<file path="config.mk">
export PLATFORM = sky130hd
export DESIGN_NAME = muldiv_iter_unit
export DESIGN_NICKNAME = d
export VERILOG_FILES = /design/src/rtl/muldiv_iter_unit.sv
export SDC_FILE = /design/constraint.sdc
export NUM_CORES = 1
export LEC_CHECK = 0
export ABC_CLOCK_PERIOD_IN_PS = 4530
export CAP_MARGIN = 20
export CORE_UTILIZATION = 60
export CTS_CLUSTER_SIZE = 25
export DETAILED_ROUTE_END_ITERATION = 16
export PLACE_DENSITY = 0.93
export SETUP_SLACK_MARGIN = 0.2
export SLEW_MARGIN = 20
export SYNTH_ARGS = -nofsm -noshare
export SYNTH_HDL_FRONTEND = slang
export SYNTH_SLANG_ARGS = --single-unit
</file>
<file path="constraint.sdc">
create_clock -name iCLK -period 4.53 [get_ports iCLK]
set_input_delay 0.906 -clock iCLK [delete_from_list [all_inputs] [get_ports iCLK]]
set_output_delay 0.906 -clock iCLK [all_outputs]
set_load 0.05 [all_outputs]
</file>
<file path="src/rtl/muldiv_iter_unit.sv">
// Iterative radix-2 multiply/divide unit that owns the HI/LO register pair for the EX stage.
// Define MULDIV_MADD_EN to enable the MADD/MSUB accumulate ops (iOp 110/111).
module muldiv_iter_unit #(
    parameter int ITER = 32
) (
    input  logic        iCLK,
    input  logic        iRST,
    input  logic        iStart,
    input  logic [2:0]  iOp,
    input  logic [31:0] iA,
    input  logic [31:0] iB,
    output logic        oBusy,
    output logic        oDone,
    output logic        oDivZero,
    output logic [31:0] oHI,
    output logic [31:0] oLO
);

    localparam int CNT_W = $clog2(ITER);
    localparam logic [CNT_W-1:0] LAST_CNT = CNT_W'(ITER - 1);

    localparam logic [2:0] OP_MULT  = 3'b000;
    localparam logic [2:0] OP_MULTU = 3'b001;
    localparam logic [2:0] OP_DIV   = 3'b010;
    localparam logic [2:0] OP_DIVU  = 3'b011;
    localparam logic [2:0] OP_MTHI  = 3'b100;
    localparam logic [2:0] OP_MTLO  = 3'b101;
    localparam logic [2:0] OP_MADD  = 3'b110;
    localparam logic [2:0] OP_MSUB  = 3'b111;

    typedef enum logic [1:0] {
        ST_IDLE = 2'd0,
        ST_CALC = 2'd1,
        ST_FIX  = 2'd2
    } state_t;

    function automatic logic [31:0] cond_neg32(input logic neg, input logic [31:0] val);
        cond_neg32 = neg ? (32'd0 - val) : val;
    endfunction

    function automatic logic [63:0] cond_neg64(input logic neg, input logic [63:0] val);
        cond_neg64 = neg ? (64'd0 - val) : val;
    endfunction

    state_t             state_r;
    state_t             next_state_s;
    logic [CNT_W-1:0]   cnt_r;
    logic [2:0]         op_r;
    logic               sign_a_r;
    logic               sign_b_r;
    logic               div_zero_pend_r;
    logic [31:0]        mag_a_r;
    logic [31:0]        mag_b_r;
    logic [31:0]        work_hi_r;
    logic [31:0]        work_lo_r;
    logic               busy_r;
    logic               done_r;
    logic               div_zero_r;
    logic [31:0]        hi_r;
    logic [31:0]        lo_r;

    logic               is_iter_op_s;
    logic               is_signed_op_s;
    logic               in_is_div_s;
    logic               in_sign_a_s;
    logic               in_sign_b_s;
    logic [31:0]        in_mag_a_s;
    logic [31:0]        in_mag_b_s;
    logic               accept_s;
    logic               mthi_s;
    logic               mtlo_s;
    logic               step_s;
    logic               fix_s;
    logic               op_is_div_s;
    logic [32:0]        mul_sum_s;
    logic [32:0]        div_shift_s;
    logic [33:0]        div_diff_s;
    logic [31:0]        step_hi_s;
    logic [31:0]        step_lo_s;
    logic [63:0]        sprod_s;
    logic [31:0]        quo_s;
    logic [31:0]        rem_s;
    logic [31:0]        raw_a_s;
    logic [31:0]        res_hi_s;
    logic [31:0]        res_lo_s;

    // Decode the requested op and form operand magnitudes for signed ops.
    always_comb begin
        is_iter_op_s   = 1'b0;
        is_signed_op_s = 1'b0;
        case (iOp)
            OP_MULT, OP_DIV: begin
                is_iter_op_s   = 1'b1;
                is_signed_op_s = 1'b1;
            end
            OP_MULTU, OP_DIVU: begin
                is_iter_op_s   = 1'b1;
                is_signed_op_s = 1'b0;
            end
            OP_MADD, OP_MSUB: begin
`ifdef MULDIV_MADD_EN
                is_iter_op_s   = 1'b1;
                is_signed_op_s = 1'b1;
`else
                is_iter_op_s   = 1'b0;
                is_signed_op_s = 1'b0;
`endif
            end
            default: begin
                is_iter_op_s   = 1'b0;
                is_signed_op_s = 1'b0;
            end
        endcase
        in_is_div_s = (iOp == OP_DIV) || (iOp == OP_DIVU);
        in_sign_a_s = is_signed_op_s & iA[31];
        in_sign_b_s = is_signed_op_s & iB[31];
        in_mag_a_s  = cond_neg32(in_sign_a_s, iA);
        in_mag_b_s  = cond_neg32(in_sign_b_s, iB);
    end

    // State register; reset aborts any op in flight.
    always_ff @(posedge iCLK) begin
        if (iRST) begin
            state_r <= ST_IDLE;
        end else begin
            state_r <= next_state_s;
        end
    end

    // Next-state logic: IDLE -> CALC (ITER steps) -> FIX -> IDLE.
    always_comb begin
        next_state_s = state_r;
        case (state_r)
            ST_IDLE: begin
                if (iStart && is_iter_op_s) begin
                    next_state_s = ST_CALC;
                end else begin
                    next_state_s = ST_IDLE;
                end
            end
            ST_CALC: begin
                if (cnt_r == LAST_CNT) begin
                    next_state_s = ST_FIX;
                end else begin
                    next_state_s = ST_CALC;
                end
            end
            ST_FIX:  next_state_s = ST_IDLE;
            default: next_state_s = ST_IDLE;
        endcase
    end

    // Control strobes per state; iStart only matters in IDLE.
    always_comb begin
        accept_s = 1'b0;
        mthi_s   = 1'b0;
        mtlo_s   = 1'b0;
        step_s   = 1'b0;
        fix_s    = 1'b0;
        case (state_r)
            ST_IDLE: begin
                accept_s = iStart && is_iter_op_s;
                mthi_s   = iStart && (iOp == OP_MTHI);
                mtlo_s   = iStart && (iOp == OP_MTLO);
            end
            ST_CALC: step_s = 1'b1;
            ST_FIX:  fix_s  = 1'b1;
            default: begin
                accept_s = 1'b0;
                step_s   = 1'b0;
            end
        endcase
    end

    // One radix-2 step: shift-add for multiply, restoring shift-subtract for divide.
    always_comb begin
        op_is_div_s = (op_r == OP_DIV) || (op_r == OP_DIVU);
        mul_sum_s   = {1'b0, work_hi_r} + (work_lo_r[0] ? {1'b0, mag_a_r} : 33'd0);
        div_shift_s = {work_hi_r, work_lo_r[31]};
        div_diff_s  = {1'b0, div_shift_s} - {2'b00, mag_b_r};
        if (op_is_div_s) begin
            step_hi_s = div_diff_s[33] ? div_shift_s[31:0] : div_diff_s[31:0];
            step_lo_s = {work_lo_r[30:0], ~div_diff_s[33]};
        end else begin
            step_hi_s = mul_sum_s[32:1];
            step_lo_s = {mul_sum_s[0], work_lo_r[31:1]};
        end
    end

    // Sign correction and final HI/LO selection applied in FIX.
    always_comb begin
        sprod_s  = cond_neg64(sign_a_r ^ sign_b_r, {work_hi_r, work_lo_r});
        quo_s    = cond_neg32(sign_a_r ^ sign_b_r, work_lo_r);
        rem_s    = cond_neg32(sign_a_r, work_hi_r);
        raw_a_s  = cond_neg32(sign_a_r, mag_a_r);
        res_hi_s = hi_r;
        res_lo_s = lo_r;
        case (op_r)
            OP_MULT, OP_MULTU: begin
                {res_hi_s, res_lo_s} = sprod_s;
            end
            OP_DIV, OP_DIVU: begin
                if (div_zero_pend_r) begin
                    res_hi_s = raw_a_s;
                    res_lo_s = 32'hFFFF_FFFF;
                end else begin
                    res_hi_s = rem_s;
                    res_lo_s = quo_s;
                end
            end
`ifdef MULDIV_MADD_EN
            OP_MADD: {res_hi_s, res_lo_s} = {hi_r, lo_r} + sprod_s;
            OP_MSUB: {res_hi_s, res_lo_s} = {hi_r, lo_r} - sprod_s;
`endif
            default: {res_hi_s, res_lo_s} = {hi_r, lo_r};
        endcase
    end

    // Datapath and registered outputs; HI/LO only change on MTHI/MTLO or in FIX.
    always_ff @(posedge iCLK) begin
        if (iRST) begin
            cnt_r           <= '0;
            op_r            <= 3'b000;
            sign_a_r        <= 1'b0;
            sign_b_r        <= 1'b0;
            div_zero_pend_r <= 1'b0;
            mag_a_r         <= 32'd0;
            mag_b_r         <= 32'd0;
            work_hi_r       <= 32'd0;
            work_lo_r       <= 32'd0;
            busy_r          <= 1'b0;
            done_r          <= 1'b0;
            div_zero_r      <= 1'b0;
            hi_r            <= 32'd0;
            lo_r            <= 32'd0;
        end else begin
            if (accept_s) begin
                op_r            <= iOp;
                sign_a_r        <= in_sign_a_s;
                sign_b_r        <= in_sign_b_s;
                mag_a_r         <= in_mag_a_s;
                mag_b_r         <= in_mag_b_s;
                work_hi_r       <= 32'd0;
                work_lo_r       <= in_is_div_s ? in_mag_a_s : in_mag_b_s;
                div_zero_pend_r <= in_is_div_s && (iB == 32'd0);
                div_zero_r      <= 1'b0;
                cnt_r           <= '0;
            end else if (step_s) begin
                work_hi_r <= step_hi_s;
                work_lo_r <= step_lo_s;
                cnt_r     <= cnt_r + CNT_W'(1);
            end else if (fix_s) begin
                hi_r       <= res_hi_s;
                lo_r       <= res_lo_s;
                div_zero_r <= div_zero_pend_r;
            end else begin
                if (mthi_s) begin
                    hi_r <= iA;
                end
                if (mtlo_s) begin
                    lo_r <= iA;
                end
            end
            busy_r <= (next_state_s != ST_IDLE);
            done_r <= fix_s;
        end
    end

    assign oBusy    = busy_r;
    assign oDone    = done_r;
    assign oDivZero = div_zero_r;
    assign oHI      = hi_r;
    assign oLO      = lo_r;

endmodule

</file>
==> out/summary.txt <==
Most used DFF post-synth: dfxtp_1
Chip Height: 171 µm
syn_nets: 2,534
worst hold slack: 449 ps
area delta synth->final: 14.5%
Sink Count: 207
crit path kind: reg2reg
Root Buffer: clkbuf_16
Die X: 171 µm
FFs w/ async S/R, synth: 0%
Hold WC Path Type: reg2reg
top cells by area, synth: dfxtp_1, a21oi_1, nor2_1
average wire per standard cell: 24.1 µm
number of remaining DRC errors: 0
PD cells: 292 mW/mm²
via count: 19,925
most common cell in the netlist: nor2_1
footprint of the multi-input gates: 0.0121 mm²
Worst-Skew Late Latency: 560 ps
Post-CTS Hold Fix Bufs: 0
DR vias/cell: 7.02
leakage: 7.22 nW
Clock Pin Slew Worst Setup and Hold Paths: 60 ps
io pins: 137
largest net degree at the start of global routing: 152
initial antenna violation count: 4
detailed placement HPWL: 51,500 µm
total CTS buffers: 24
R2R setup slack: 660 ps
Setup TNS: 0 ps
Bufs and invs on worst path: 1
fill count: 2,379
CP required: 4980 ps
Post-Syn Area: 0.0171 mm²
Yosys reg bits: 207
CP peak stage delay: 700 ps
maximum vdd ir drop: 330 µV
Mapped Cells: 2,391
CTS Buffer Depth: 3
final setup fails: 0
global-route wire length before repair: 103,000 µm
worst-margin pin slew: 1020 ps
clk_skew: 29.4 ps
# diodes: 0
crit share post-route: 85.4%
gr ovfl total: 0
slew margin rel.: 31.9%
final slew viol count: 0
Reg area: 0.00415 mm²
Max Fanout on Critical Path: 19
die area: 0.0292 mm²
CP arrival: 4320 ps
Fmax: 0.258 GHz
share of cells above drive strength 1: 5.94%
WL final: 68,500 µm
endpoints failing hold: 0
PnR worst setup slack: 661 ps
port bufs: 136
Final ANT Viol Nets: 0
Yosys cell types: 84
status: finished clean
RePlAce Congestion: 1.02
Cell Rows: 61
Design Power: 0.00572 W
max cap viols: 0
Setup Fix Bufs, Post-CTS: 0
H-tree levels: 1
post_cts resized: 0
Avg Cell Area, Syn: 7.16 µm²
critical-path cell list: ha_1 -> a21oi_1 -> o21ai_0 -> a311o_1 -> o311a_1 -> o21ai_1 -> nand2_1 -> buf_4 -> nor2_1 -> a32oi_1 -> o211ai_1
vias in the first global route: 18,070
GRT Total Usage: 46.1%
number of flops mapped to enable cells by yosys: 0
Seq/Total Area, Yosys: 24.2%
RSZ-0062 raised after global routing: false
Detailed Route Iter0 Violations: 3,220
core area: 0.0279 mm²
crit end category: flop
Final min period: 3870 ps
initial core utilization: 61.3%
Net count, final: 2,587
Yosys top cell by area: dfxtp_1
Post-synth top cells: nor2_1, nand2_1, a21oi_1
top cell type's share of synthesized area: 24.2%
DRT Pass-1 Iters: 9
CTS tree: yes
Setup crit start kind: flop
Top delay family on crit path: compound AO/OA/AOI/OAI gates
Worst path slowest cell: dfxtp_1
Place WS: 302 ps
Syn. warnings: 0
cells by family after synthesis:
logic type,after synthesis,share of synthesized area [%]
AOI/OAI and AO/OA,784,29.8
xor gates and xnor gates,204,10.4
adders and majority gates,73,5.42
buffers and inverters,242,5.33
DFF,207,24.2
muxes,13,0.862
and+or+nand+nor,868,23.9
registers in the layout, indices dropped and copies added, names as in the netlist:
register / flops
cnt_r: 5
div_zero_pend_r: 1
mag_a_r: 32
mag_b_r: 32
oBusy: 1
oDivZero: 1
oDone: 1
oHI: 32
oLO: 32
op_r: 2
sign_a_r: 1
sign_b_r: 1
state_r: 2
work_hi_r: 32
work_lo_r: 32
stage by stage:
step	util, %	area (µm²)	instances
floorplan	-	17100	2391
global placement	67.5	18900	2796
detailed placement	67.5	18900	2796
CTS	70.2	19600	2837
global route	70.2	19600	2837
finish	70.2	19600	2837
cells in the final DEF, fill, tap and decap left out, drive strengths merged, types with 13 or more instances in the layout:
| cell type | count |
|---|---|
| ha | 71 |
| nor2b | 13 |
| a221oi | 17 |
| or3 | 34 |
| o41ai | 19 |
| nand4 | 16 |
| a31oi | 29 |
| nand2b | 28 |
| nand2 | 260 |
| nor4 | 21 |
| buf | 69 |
| and3 | 21 |
| clkbuf | 34 |
| xor2 | 101 |
| dfxtp | 207 |
| clkdlybuf4s50 | 135 |
| o21ai | 166 |
| and2 | 43 |
| nand3 | 48 |
| o31ai | 28 |
| a211oi | 108 |
| a21o | 16 |
| a21oi | 228 |
| inv | 65 |
| nor3 | 63 |
| nor2 | 264 |
| or4 | 23 |
| xnor2 | 103 |
| o221ai | 35 |
| o211ai | 31 |
metal layers:
metal,track usage [%],routed length (µm),vias up
met2,71.4,29400,1533
met1,58.4,25500,9195
met3,10.7,8520,373
li1,-,-,8820
met4,27.1,5020,4
met5,0,32,-
power by group:
group | leakage (nW) | switching [W] | internal (W)
Sequential | 1.69 | 0.000166 | 0.00192
Clock | 0.365 | 0.000846 | 0.00106
Combinational | 5.16 | 0.00111 | 0.000623
worst paths after layout:
check | endpoint | cells after the start | start
setup / recovery | work_hi_r[30]$_SDFFE_PP0P_ | 11 | work_hi_r[7]$_SDFFE_PP0P_
hold / removal | oLO[6]$_SDFFE_PP0P_ | 2 | oLO[6]$_SDFFE_PP0P_
setup reg to reg | work_hi_r[30]$_SDFFE_PP0P_ | 11 | work_hi_r[7]$_SDFFE_PP0P_
hold reg to reg | oLO[6]$_SDFFE_PP0P_ | 2 | oLO[6]$_SDFFE_PP0P_
area by class of cell:
class                      count  area share, %
clock inverter                 7          0.332
multi-input combinational   1942           61.8
inverter                      65           1.24
clock buffer                  34           3.51
timing repair buffer         204           9.60
sequential                   207           21.2
tap                          378           2.41
worst reg2reg max path, stage by stage, from the launching register on:
cell and delay (ps):
dfxtp_1 700, ha_1 420, a21oi_1 160, o21ai_0 130, a311o_1 470, o311a_1 360, o21ai_1 330, nand2_1 270
buf_4 290, nor2_1 300, a32oi_1 140, o211ai_1 220
(Power assumes the default switching activity.)
